## src/rtl/tiny_nn_job_arb.sv

```systemverilog
// tiny_nn_job_arb: two-requester round-robin job arbiter feeding a shared 16-bit datapath
module tiny_nn_job_arb #(
    parameter logic [15:0] IdleWord    = 16'h0000,
    parameter logic [15:0] NaNWord     = 16'h7e00,
    parameter int unsigned DrainCycles = 6,
    parameter int unsigned MaxJobLen   = 255
) (
    input  logic        clk_i,
    input  logic        rst_i,
    input  logic [1:0]  req_valid_i,
    input  logic [31:0] req_data_i,
    output logic [1:0]  req_ready_o,
    output logic [1:0]  req_err_o,
    output logic [15:0] nn_data_o,
    input  logic [7:0]  nn_data_i,
    output logic        rsp_valid_o,
    output logic        rsp_id_o,
    output logic [7:0]  rsp_data_o,
    output logic        busy_o
);
    typedef enum logic [1:0] {Idle, Issue, Drain} state_t;
    state_t      state_q;
    logic        grant_q;
    logic        ptr_q;
    logic [7:0]  len_q;
    logic [3:0]  drain_q;
    logic [15:0] gnt_word;
    logic        ovf;
    logic        accept;
    logic        abort;
    logic        term;
    logic        winner;
    // Granted-word decode and job-ending conditions; overflow masks the bubble path
    always_comb begin
        gnt_word    = grant_q ? req_data_i[31:16] : req_data_i[15:0];
        ovf         = len_q == 8'(MaxJobLen);
        accept      = state_q == Issue && !ovf && req_valid_i[grant_q];
        abort       = state_q == Issue && (ovf || !req_valid_i[grant_q]);
        term        = accept && gnt_word == NaNWord;
        winner      = &req_valid_i ? ptr_q : req_valid_i[1];
        req_ready_o = accept ? {grant_q, ~grant_q} : 2'b00;
        req_err_o   = abort ? {grant_q, ~grant_q} : 2'b00;
        nn_data_o   = state_q != Issue ? IdleWord : (accept ? gnt_word : NaNWord);
        busy_o      = state_q != Idle;
        rsp_valid_o = busy_o;
        rsp_id_o    = busy_o & grant_q;
        rsp_data_o  = busy_o ? nn_data_i : 8'h00;
    end
    // Job sequencing: arbitrate in Idle, stream in Issue, flush the datapath in Drain
    always_ff @(posedge clk_i) begin
        if (rst_i) begin
            state_q <= Idle;
            grant_q <= 1'b0;
            ptr_q   <= 1'b0;
            len_q   <= 8'd0;
            drain_q <= 4'd0;
        end else begin
            case (state_q)
                Idle: if (|req_valid_i) begin
                    grant_q <= winner;
                    len_q   <= 8'd0;
                    state_q <= Issue;
                end
                Issue: if (term || abort) begin
                    drain_q <= 4'(DrainCycles - 1);
                    state_q <= Drain;
                end else if (accept) begin
                    len_q <= len_q + 8'd1;
                end
                Drain: begin
                    drain_q <= drain_q - 4'd1;
                    if (drain_q == 4'd0) begin
                        state_q <= Idle;
                        ptr_q   <= ~grant_q;
                    end
                end
                default: state_q <= Idle;
            endcase
        end
    end
endmodule

```

## config.mk

```make
export PLATFORM = sky130hd
export DESIGN_NAME = tiny_nn_job_arb
export DESIGN_NICKNAME = d
export VERILOG_FILES = /design/src/rtl/tiny_nn_job_arb.sv
export SDC_FILE = /design/constraint.sdc
export NUM_CORES = 1
export LEC_CHECK = 0
export BUFFER_PORTS_ARGS = -buffer_cell sky130_fd_sc_hd__buf_2
export CAP_MARGIN = 30
export CORE_ASPECT_RATIO = 1.2
export CORE_MARGIN = 1
export CORE_UTILIZATION = 47
export CTS_CLUSTER_DIAMETER = 40
export DETAILED_ROUTE_END_ITERATION = 16
export GPL_TIMING_DRIVEN = 0
export HOLD_SLACK_MARGIN = 0.08
export PLACE_DENSITY = 0.9
export RECOVER_POWER = 50
export SLEW_MARGIN = 25
export SYNTH_ARGS = -nofsm -noshare
export SYNTH_HDL_FRONTEND = slang
export SYNTH_SLANG_ARGS = --single-unit
```

## constraint.sdc

```tcl
create_clock -name clk_i -period 5.2 [get_ports clk_i]
set_input_delay 0.26 -clock clk_i [delete_from_list [all_inputs] [get_ports clk_i]]
set_output_delay 0.26 -clock clk_i [all_outputs]
set_load 0.005 [all_outputs]
```

==> flow_summary_export.csv, run 1 <==
group,metric,value,unit
cells_and_area,final_cells,280,
setup_path,cp-start-kind,"flip-flop",
setup_path,crit_family,"buffers and inverters",
sta,rsz0062_at_grt,"false",
die,start_util,50.2,%
sta,period_needed,2.93,ns
sta,period_share,56.4,%
pwr,max-vdd-ir-drop,0.000221,V
placed_design,dp.cells,276,
setup_path,crit_arrival,2.67,ns
job,maxCapViolations,0,
clock_tree,cts_setup_buffers,0,
outcome,outcome,"complete, no violations",
sta,finalMaxSlewViolations,0,
global_route,antenna_found_initial,0,
clock_tree,htreeDepth,1,
routing,drtIter0Drc,54,
die,io_pins,75,
routing,wire_per_inst,13.1,µm
sta,hold_violations,0,
global_route,grt_pass1_vias,1340,
yosys,synthCells,169,
sta,whs,0.222,ns
global_route,grt_pass1_wl,5640,µm
sta,setup_violations,0,
clock_tree,root_buffer,"clkbuf_4",
yosys,syn-num-nets,215,
routing,ant_nets,0,
pwr,powerDensity,225,nW/µm²
sta,maxSlewHeadroom,46.2,%
setup_path,path_max_fanout,10,
clock_tree,insertion_delay,0.29,ns
yosys,synth_most_common_cell,"nor2_1",
clock_tree,cts_buffers,3,
yosys,synth_top_area_share,25.0,%
yosys,syn_area_per_cell,7.58,µm²
cells_and_area,area_delta_synth_final,32.6,%
yosys,synth-compound-area-share,20.4,%
setup_path,endpoint,"nn_data_o[4]",
setup_path,critPathKind,"flip-flop to output port",
clock_tree,cts_tree,"done",
yosys,synth-main-ff-cell,"dfxtp_1",
cells_and_area,nets,294,
setup_path,cp.depth,8,
yosys,synthAdderAreaFrac,1.95,%
setup_path,crit_chain,"ha_1 -> nand3_1 -> nor3_1 -> a31o_2 -> clkbuf_1 -> clkbuf_1 -> nor2_1 -> buf_2",
setup_path,critPathBufInv,3,
sta,tns,0,ns
sta,worst_pin_slew,0.807,ns
sta,fmax,0.341,GHz
placed_design,portBuffers,74,
setup_path,r2r_setup_slack,2.56,ns
global_route,grt_overflow,0,
setup_path,max_stage_delay,0.42,ns
yosys,synthTopCellsByCount,"22 x nor2_1, 16 x dfxtp_1, 16 x mux2i_1, 15 x a21oi_1, 10 x nor2b_1",
yosys,async_reset_ff_share,0,%
routing,drc,0,
die,fp.dieW,49.7,µm
yosys,synth_cell_types,38,
setup_path,rr_endpoint,"len_q[5]",
setup_path,timing.rr.start,"grant_q",
yosys,ys_seq_area_share,25.0,%
clock_tree,clk_pin_slew_worst_paths,0.10,ns
routing,vias_per_cell,5.60,
setup_path,critPathLaunch,"len_q[0]",
clock_tree,clockBufferDepth,2,
placed_design,dp_hpwl,2920,µm
die,die_h,59.2,µm
die,row_count,20,
cells_and_area,fillers,259,
yosys,yosys_warnings,0,
yosys,yosysTopAreaCell,"dfxtp_1",
routing,vias,1569,
cells_and_area,drive_above_1_share,28.3,%
setup_path,crit_slowest_cell,"clkbuf_1",
clock_tree,cts-hold-fix-buffers,0,
clock_tree,cts.sinks,16,
global_route,grt_usage,24.3,%
global_route,grt_start_max_net_pins,11,
routing,dr.pass1.iters,4,
yosys,synth_top_family_by_area,"simple AND/OR/NAND/NOR gates",
placed_design,place.gp.congestion,0.836,
hold_path,hp-class,"input pin to flip-flop",
setup_path,cp_data_required_time,4.94,ns
yosys,yosys.area_share.simple,32.0,%
clock_tree,cts_resized,0,
setup_path,endpoint_kind,"output port",
yosys,synth_area,1280,µm²
routing,drt_wl_total,3680,µm
die,coreArea,2550,µm²
pwr,total_leakage_power,0.688,nW
yosys,synth-xor-area-share,1.37,%
cells_and_area,diodes,0,
yosys,ys_ff_latch,16,
setup_path,reg2reg_depth,6,
yosys,synth.mux.area_fraction,12.5,%
sta,skew,0.00511,ns
yosys,synthTopCellsByArea,"dfxtp_1 25%, mux2i_1 13%, nor2_1 6.4%, a21oi_1 5.9%, nor2b_1 4.9%",
yosys,synth-edff-count,0,
setup_path,cp_common_cell,"clkbuf_1",
die,die_area,2940,µm²
cells in the final DEF, fill, tap and decap left out:
| cell type | synthesis | layout |
|---|---|---|
| buf_2 | 0 | 59 |
| clkbuf_1 | 7 | 24 |
| nor2_1 | 22 | 22 |
| mux2i_1 | 16 | 16 |
| dfxtp_1 | 16 | 16 |
| a21oi_1 | 15 | 15 |
| nor2b_1 | 10 | 10 |
| inv_1 | 7 | 7 |
| or3_1 | 7 | 7 |
| nand3_1 | 6 | 6 |
| o211ai_1 | 6 | 6 |
| nor3_1 | 5 | 5 |
| a31oi_1 | 5 | 5 |
| nand2_1 | 4 | 4 |
| nand2b_1 | 4 | 4 |
| clkbuf_4 | 0 | 4 |
| a31o_2 | 3 | 3 |
| or4_1 | 3 | 3 |
| nor4_1 | 3 | 3 |
| a221oi_1 | 3 | 3 |
| buf_1 | 2 | 2 |
| nand4_1 | 2 | 2 |
| and4b_1 | 2 | 2 |
| o21ai_0 | 1 | 2 |
| xnor2_1 | 2 | 2 |
| ha_1 | 2 | 2 |
| nand2b_4 | 1 | 1 |
| a222oi_1 | 1 | 1 |
| o21ai_1 | 2 | 1 |
| o21a_1 | 1 | 1 |
| a2111oi_0 | 1 | 1 |
| a32oi_1 | 1 | 1 |
| a211oi_1 | 1 | 1 |
| and3_1 | 1 | 1 |
| or3b_2 | 1 | 1 |
| and2_1 | 1 | 1 |
| or4b_2 | 1 | 1 |
| nand3b_1 | 1 | 1 |
| clkbuf_8 | 0 | 1 |
cell type report:
type	count	area, µm²	share of cell area, %
multi-input cells	134	875	51.5
repair buffers	74	352	20.7
flip-flops and latches	16	320	18.9
plain buffers	12	48.8	2.87
well taps	33	41.3	2.43
clock buffers	4	36.3	2.14
inverters	7	26.3	1.55
how the worst min path moves through the flow:
stage	from	to	slack, ns	cells after the start
finish	rst_i	len_q[4]	0.22	2
global route	rst_i	len_q[4]	0.23	2
CTS	rst_i	len_q[4]	0.23	2
detailed placement	ptr_q	ptr_q	0.49	2
global placement	ptr_q	ptr_q	0.48	2
floorplan	rst_i	len_q[4]	0.34	1
stage by stage:
| step | power [mW] | setup WS, ns | area, µm² | util, % |
|---|---|---|---|---|
| floorplan | 0.240 | 3.12 | 1280 | - |
| global placement | 0.302 | 2.68 | 1690 | 66.3 |
| detailed placement | 0.305 | 2.66 | 1690 | 66.3 |
| CTS | 0.386 | 2.31 | 1730 | 67.7 |
| global route | 0.407 | 2.02 | 1700 | 66.6 |
| finish | 0.383 | 2.27 | 1700 | 66.6 |
report_power, final:
group / total, mW / switching (mW) / internal [mW]
registers: 0.140 / 0.00766 / 0.132
logic: 0.159 / 0.0892 / 0.0693
clock network: 0.0844 / 0.0417 / 0.0427
layer usage:
metal / global-route usage, % / routed length (µm)
met5: 0 / 0
met4: 7.76 / 39
met1: 25.8 / 1560
met3: 7.18 / 338
met2: 45.6 / 1740
sequential cells by signal, summed over array words and instances, names as in the netlist:
| signal | cells |
|---|---|
| len_q | 8 |
| drain_q | 4 |
| state_q | 2 |
| grant_q | 1 |
| ptr_q | 1 |
cells by family after synthesis:
group                    after synthesis
AND/OR/NAND/NOR                       74
AO/OA/AOI/OAI                         40
buffers and inverters                 19
multiplexers                          16
flip-flops                            16
XOR/XNOR                               2
adder cells (fa/ha/maj)                2
(Power assumes the default switching activity.)
==> inputs of run 2 (changes only) <==
--- a/config.mk
+++ b/config.mk
@@ -5,16 +5,17 @@
 export SDC_FILE = /design/constraint.sdc
 export NUM_CORES = 1
 export LEC_CHECK = 0
+export ABC_AREA = 1
 export BUFFER_PORTS_ARGS = -buffer_cell sky130_fd_sc_hd__buf_2
 export CAP_MARGIN = 30
 export CORE_ASPECT_RATIO = 1.2
 export CORE_MARGIN = 1
-export CORE_UTILIZATION = 47
+export CORE_UTILIZATION = 45
 export CTS_CLUSTER_DIAMETER = 40
 export DETAILED_ROUTE_END_ITERATION = 16
 export GPL_TIMING_DRIVEN = 0
 export HOLD_SLACK_MARGIN = 0.08
-export PLACE_DENSITY = 0.9
+export PLACE_DENSITY = 0.86
 export RECOVER_POWER = 50
 export SLEW_MARGIN = 25
 export SYNTH_ARGS = -nofsm -noshare
==> constraint.sdc (replaced) <==
create_clock -name clk_i -period 2.9 [get_ports clk_i]
set_input_delay 0.145 -clock clk_i [delete_from_list [all_inputs] [get_ports clk_i]]
set_output_delay 0.145 -clock clk_i [all_outputs]
set_load 0.005 [all_outputs]
==> run 2 against run 1 <==
Effect of this change: combinational power is 89% higher; count of clock-buffer cells in the layout stayed put; global-route usage fell by 0.31 points; non-clock buffer count fell by 4; final area rose by 4.9%; total power increased by 88%; clock skew decreased by 0.0032 ns; largest power group unchanged; sequential power up 87%; critical path depth is 6 higher; first-iteration DRC count fell by 37%; die area rose by 11%; register-to-register slack worse by 2.1 ns.
==> flow_summary_export.csv, run 2 <==
group,metric,value,unit
setup_path,cp_common_cell,"nand2_1",
placed_design,placed_cell_area,1770,µm²
global_route,antenna_found_initial,0,
routing,routed.top_layer,"met4",
clock_tree,cts_tree,"done",
die,die_area,3250,µm²
clock_tree,clockBufferDepth,2,
sta,worst_pin_slew,0.590,ns
global_route,grt_pass1_wl,6150,µm
setup_path,crit_arrival,2.62,ns
pwr,max-vdd-ir-drop,0.000264,V
yosys,yosys_warnings,0,
setup_path,cp-start-kind,"flip-flop",
yosys,yosysTopAreaCell,"nand2_1",
cells_and_area,fin_util,62.8,%
cells_and_area,finalInstanceArea,1780,µm²
clock_tree,cts_setup_buffers,0,
yosys,synth_top_area_share,24.8,%
setup_path,critPathKind,"flip-flop to flip-flop",
outcome,outcome,"complete, no violations",
routing,wire_per_inst,10.0,µm
setup_path,cp_data_required_time,3.11,ns
routing,drc,0,
cells_and_area,layout_common_cells,"91 x nand2_1, 64 x buf_2, 40 x inv_1, 40 x nor2_1, 24 x a21oi_1",
job,maxCapViolations,0,
pwr,powerDensity,403,nW/µm²
yosys,ys_ff_latch,16,
routing,wl_met2,1780,µm
die,io_pins,75,
clock_tree,cts-hold-fix-buffers,0,
global_route,grt_usage,23.9,%
clock_tree,cts_buffers,3,
clock_tree,htreeDepth,1,
cells_and_area,final_cells,368,
yosys,synthTopCellsByCount,"90 x nand2_1, 40 x nor2_1, 39 x inv_1, 24 x a21oi_1, 16 x dfxtp_1",
yosys,syn-num-nets,303,
yosys,ys_seq_area_share,23.5,%
cells_and_area,drive_above_1_share,24.3,%
cells_and_area,area_delta_synth_final,30.9,%
setup_path,path_max_fanout,10,
yosys,synth-edff-count,0,
setup_path,crit_slowest_cell,"clkbuf_1",
yosys,synth_cell_types,25,
routing,wl_met1,1600,µm
sta,maxSlewHeadroom,60.2,%
routing,drtIter0Drc,34,
setup_path,max_stage_delay,0.41,ns
placed_design,portBuffers,73,
cells_and_area,top_register,"len_q",
routing,vias,1760,
yosys,syn_area_per_cell,5.30,µm²
sta,finalMaxSlewViolations,0,
yosys,synthTopCellsByArea,"nand2_1 25%, dfxtp_1 24%, nor2_1 11%, inv_1 11%, a21oi_1 8.8%",
setup_path,endpoint_kind,"flip-flop",
routing,vias_per_cell,4.78,
cells_and_area,largest_register_ffs,8,
die,coreArea,2840,µm²
placed_design,preCtsSetupSlack,0.903,ns
die,start_util,48.0,%
die,die_h,62.3,µm
cells_and_area,largestRegisters,"len_q x8, drain_q x4, state_q x2",
pwr,total_power,0.718,mW
sta,period_needed,2.42,ns
global_route,grt_overflow,0,
global_route,grt_start_max_net_pins,11,
cells_and_area,diodes,0,
clock_tree,insertion_delay,0.30,ns
sta,rsz0062_at_grt,"false",
clock_tree,root_buffer,"clkbuf_4",
sta,fmax,0.414,GHz
setup_path,crit_chain,"inv_1 -> clkbuf_1 -> nand2_1 -> nand2_1 -> nor2_1 -> nand2_1 -> nor2_1 -> nand2_1 -> nand2_1 -> nand2_2 -> clkbuf_1 -> nand2_1 -> nand2_1 -> nor2_1",
global_route,grt_pass1_vias,1546,
yosys,async_reset_ff_share,0,%
cells_and_area,final_common_cell,"nand2_1",
yosys,synth-main-ff-cell,"dfxtp_1",
die,fp.dieW,52.2,µm
hold_path,hp-class,"input pin to flip-flop",
placed_design,dp.cells,364,
pwr,total_leakage_power,1.09,nW
routing,dr.pass1.iters,4,
placed_design,place.gp.congestion,0.819,
sta,hold_violations,0,
routing,wl_met3,285,µm
yosys,synth_area,1360,µm²
yosys,synthCells,257,
die,row_count,21,
yosys,synth_most_common_cell,"nand2_1",
sta,period_share,83.3,%
sta,setup_violations,0,
routing,ant_nets,0,
sta,tns,0,ns
sta,setup_ws,0.485,ns
clock_tree,cts.sinks,16,
clock_tree,clk_pin_slew_worst_paths,0.10,ns
sta,whs,0.151,ns
sta,skew,0.00195,ns
routing,drt_wl_total,3690,µm
clock_tree,cts_resized,0,
placed_design,dp_hpwl,2900,µm
cells_and_area,nets,381,
-- run 2: per-layer routing --
layer / track usage [%] / up-vias
li1: - / 935
met1: 28.0 / 760
met2: 42.8 / 62
met3: 3.68 / 3
met4: 7.89 / 0
met5: 0 / -
-- run 2: path summary, 6_finish.rpt --
path | startpoint | endpoint | slack, ns | depth (start not counted)
worst min-delay path | req_valid_i[1] | grant_q | 0.15 | 3
worst max-delay path | grant_q | len_q[7] | 0.48 | 14
worst max register to register | grant_q | len_q[7] | 0.48 | 14
worst min register to register | drain_q[0] | drain_q[0] | 0.49 | 2
-- run 2: power by group --
part	switching, mW	internal [mW]
logic	0.179	0.121
clock network	0.0789	0.0767
registers	0.0183	0.244
-- run 2: logic make-up after synthesis --
logic type | share of synthesized area [%]
AOI/OAI and AO/OA | 14.4
buffers and inverters | 15.3
adders and majority gates | 1.84
DFF | 23.5
and+or+nand+nor | 44.9
-- run 2: critical path: cells and delay by family (launching register included) --
kind	cells	cell delay, ns
buffers and inverters	3	1.00
and+or+nand+nor	11	0.96
DFF	1	0.36
-- run 2: cell type report --
| cell class | instances | area (µm²) |
|---|---|---|
| sequential | 16 | 320 |
| clock buffer | 4 | 36.3 |
| tap | 34 | 42.5 |
| buffer | 9 | 40.0 |
| multi-input combinational | 191 | 830 |
| inverter | 41 | 154 |
| fill | 296 | 1060 |
| timing repair buffer | 73 | 359 |
==> inputs of run 3 (changes only) <==
--- a/config.mk
+++ b/config.mk
@@ -5,12 +5,12 @@
 export SDC_FILE = /design/constraint.sdc
 export NUM_CORES = 1
 export LEC_CHECK = 0
-export ABC_AREA = 1
+export ABC_AREA = 0
 export BUFFER_PORTS_ARGS = -buffer_cell sky130_fd_sc_hd__buf_2
 export CAP_MARGIN = 30
 export CORE_ASPECT_RATIO = 1.2
 export CORE_MARGIN = 1
-export CORE_UTILIZATION = 45
+export CORE_UTILIZATION = 44
 export CTS_CLUSTER_DIAMETER = 40
 export DETAILED_ROUTE_END_ITERATION = 16
 export GPL_TIMING_DRIVEN = 0
==> constraint.sdc (replaced) <==
create_clock -name clk_i -period 2.3 [get_ports clk_i]
set_input_delay 0.115 -clock clk_i [delete_from_list [all_inputs] [get_ports clk_i]]
set_output_delay 0.115 -clock clk_i [all_outputs]
set_load 0.005 [all_outputs]
==> run 3 against run 2 <==
Effect of this change: combinational power grew 25%; via count down 8.9%; clock power grew 23%; worst hold slack lost 0.049 ns; global-route usage fell by 1.7 points; critical path depth decreased by 7; register-to-register slack got worse by 0.33 ns; count of clock-buffer cells in the layout unchanged; total power up 23%; final cell count down 23%; first-iteration DRC count down 15%; die area down 3.6%.
==> flow_summary_export.csv, run 3 (synthesis gave the netlist of run 1 again) <==
group,metric,value,unit
clock_tree,cts_buffers,3,
sta,skew,0.00952,ns
die,coreArea,2790,µm²
global_route,grtUsageMet2,42.9,%
placed_design,place.gp.congestion,0.868,
sta,worst_pin_slew,0.740,ns
cells_and_area,diodes,0,
pwr,p_comb_share,42.3,%
setup_path,cp-start-kind,"flip-flop",
global_route,grt_start_max_net_pins,11,
outcome,outcome,"complete, no violations",
global_route,antenna_found_initial,0,
setup_path,critPathKind,"flip-flop to output port",
die,die_area,3130,µm²
setup_path,critPathBufInv,2,
die,start_util,46.0,%
die,io_pins,75,
placed_design,dp_hpwl,2810,µm
global_route,grt_pass1_vias,1313,
routing,dr.pass1.iters,6,
die,row_count,21,
cells_and_area,layout_common_cells,"65 x buf_2, 22 x nor2_1, 16 x mux2i_1",
pwr,power_frac_seq,35.9,%
global_route,grt_util_met1,23.6,%
pwr,total_leakage_power,0.748,nW
routing,vias,1603,
setup_path,endpoint_kind,"output port",
setup_path,path_max_fanout,8,
sta,period_share,97.1,%
cells_and_area,top_register,"len_q",
setup_path,cp_common_cell,"a31oi_1",
die,die_h,61.1,µm
sta,whs,0.101,ns
sta,period_needed,2.23,ns
setup_path,crit_arrival,2.12,ns
cells_and_area,largestRegisters,"len_q x8, drain_q x4, state_q x2",
routing,drt_wl_total,3840,µm
clock_tree,root_buffer,"clkbuf_4",
cells_and_area,largest_register_ffs,8,
routing,drc,0,
cells_and_area,drive_above_1_share,34.3,%
clock_tree,htreeDepth,1,
placed_design,portBuffers,74,
sta,hold_violations,0,
sta,fmax,0.448,GHz
pwr,power.share.clock,21.8,%
sta,maxSlewHeadroom,50.5,%
clock_tree,cts-hold-fix-buffers,0,
hold_path,hp-class,"input pin to flip-flop",
pwr,powerDensity,503,nW/µm²
setup_path,max_stage_delay,0.57,ns
setup_path,crit_slowest_cell,"a31oi_1",
pwr,intPower,0.565,mW
clock_tree,clockBufferDepth,2,
sta,finalMaxSlewViolations,0,
cells_and_area,finalInstanceArea,1760,µm²
clock_tree,cts_tree,"done",
pwr,max-vdd-ir-drop,0.000353,V
global_route,grtUsageMet3,3.95,%
routing,drtIter0Drc,29,
setup_path,crit_family,"compound AO/OA/AOI/OAI gates",
pwr,switching_share,36.0,%
pwr,power.switching,0.318,mW
clock_tree,insertion_delay,0.30,ns
global_route,grt_pass1_wl,5370,µm
cells_and_area,final_common_cell,"buf_2",
job,maxCapViolations,0,
clock_tree,clk_pin_slew_worst_paths,0.09,ns
sta,setup_violations,0,
placed_design,placed_cell_area,1690,µm²
cells_and_area,nets,298,
setup_path,crit_chain,"ha_1 -> nand3_1 -> nor3_2 -> buf_4 -> a31oi_1 -> a31oi_1 -> buf_2",
die,fp.dieW,51.3,µm
setup_path,cp_data_required_time,2.18,ns
global_route,grt_usage,22.2,%
global_route,grt_overflow,0,
routing,ant_nets,0,
cells_and_area,area_delta_synth_final,37.1,%
clock_tree,cts.sinks,16,
routing,vias_per_cell,5.62,
global_route,grt.busiest_layer,"met2",
routing,wire_per_inst,13.5,µm
[run 3: path summary, 6_finish.rpt]
path | slack [ns] | start | end | depth (start not counted)
max reg2reg | 0.15 | grant_q | len_q[5] | 7
min reg2reg | 0.50 | ptr_q | ptr_q | 2
max | 0.07 | len_q[0] | nn_data_o[14] | 7
min | 0.10 | rst_i | len_q[6] | 2
[run 3: metal layers]
metal  up-vias  share of wire [%]
li1        786                  -
met2        62                 50
met1       747                 41
met3         8                7.5
met5         -                  0
met4         0                1.4
[run 3: what timing repair did]
item / CTS / global route
buffers inserted: 2 / 2
resized for setup: 7 / 4
pin swaps: 1 / 2
endpoints found under the setup margin: 26 / 10
[run 3: cell type report]
cell class,count,area [µm²]
multi-input combinational,134,872
fill,272,1030
timing repair buffer,78,385
buffer,12,72.6
sequential,16,322
tap,34,42.5
clock buffer,4,36.3
inverter,7,26.3
[run 3: power groups by stage]
stage / combinational (mW) / sequential [mW] / clock, mW
floorplan: 0.225 / 0.319 / 0
detailed placement: 0.367 / 0.323 / 0
global placement: 0.360 / 0.322 / 0
CTS: 0.373 / 0.316 / 0.194
global route: 0.416 / 0.320 / 0.203
finish: 0.374 / 0.317 / 0.192
[run 3: stage by stage]
stage	instances	power [mW]	utilization [%]	setup TNS [ns]	setup WS [ns]
global route	285	0.940	63.1	-0.0621	-0.0324
finish	285	0.883	63.1	0	0.0660
global placement	277	0.682	60.8	-2.30	-0.155
CTS	283	0.883	63.2	0	0.0473
floorplan	169	0.543	-	0	0.221
detailed placement	277	0.689	60.8	-2.79	-0.156
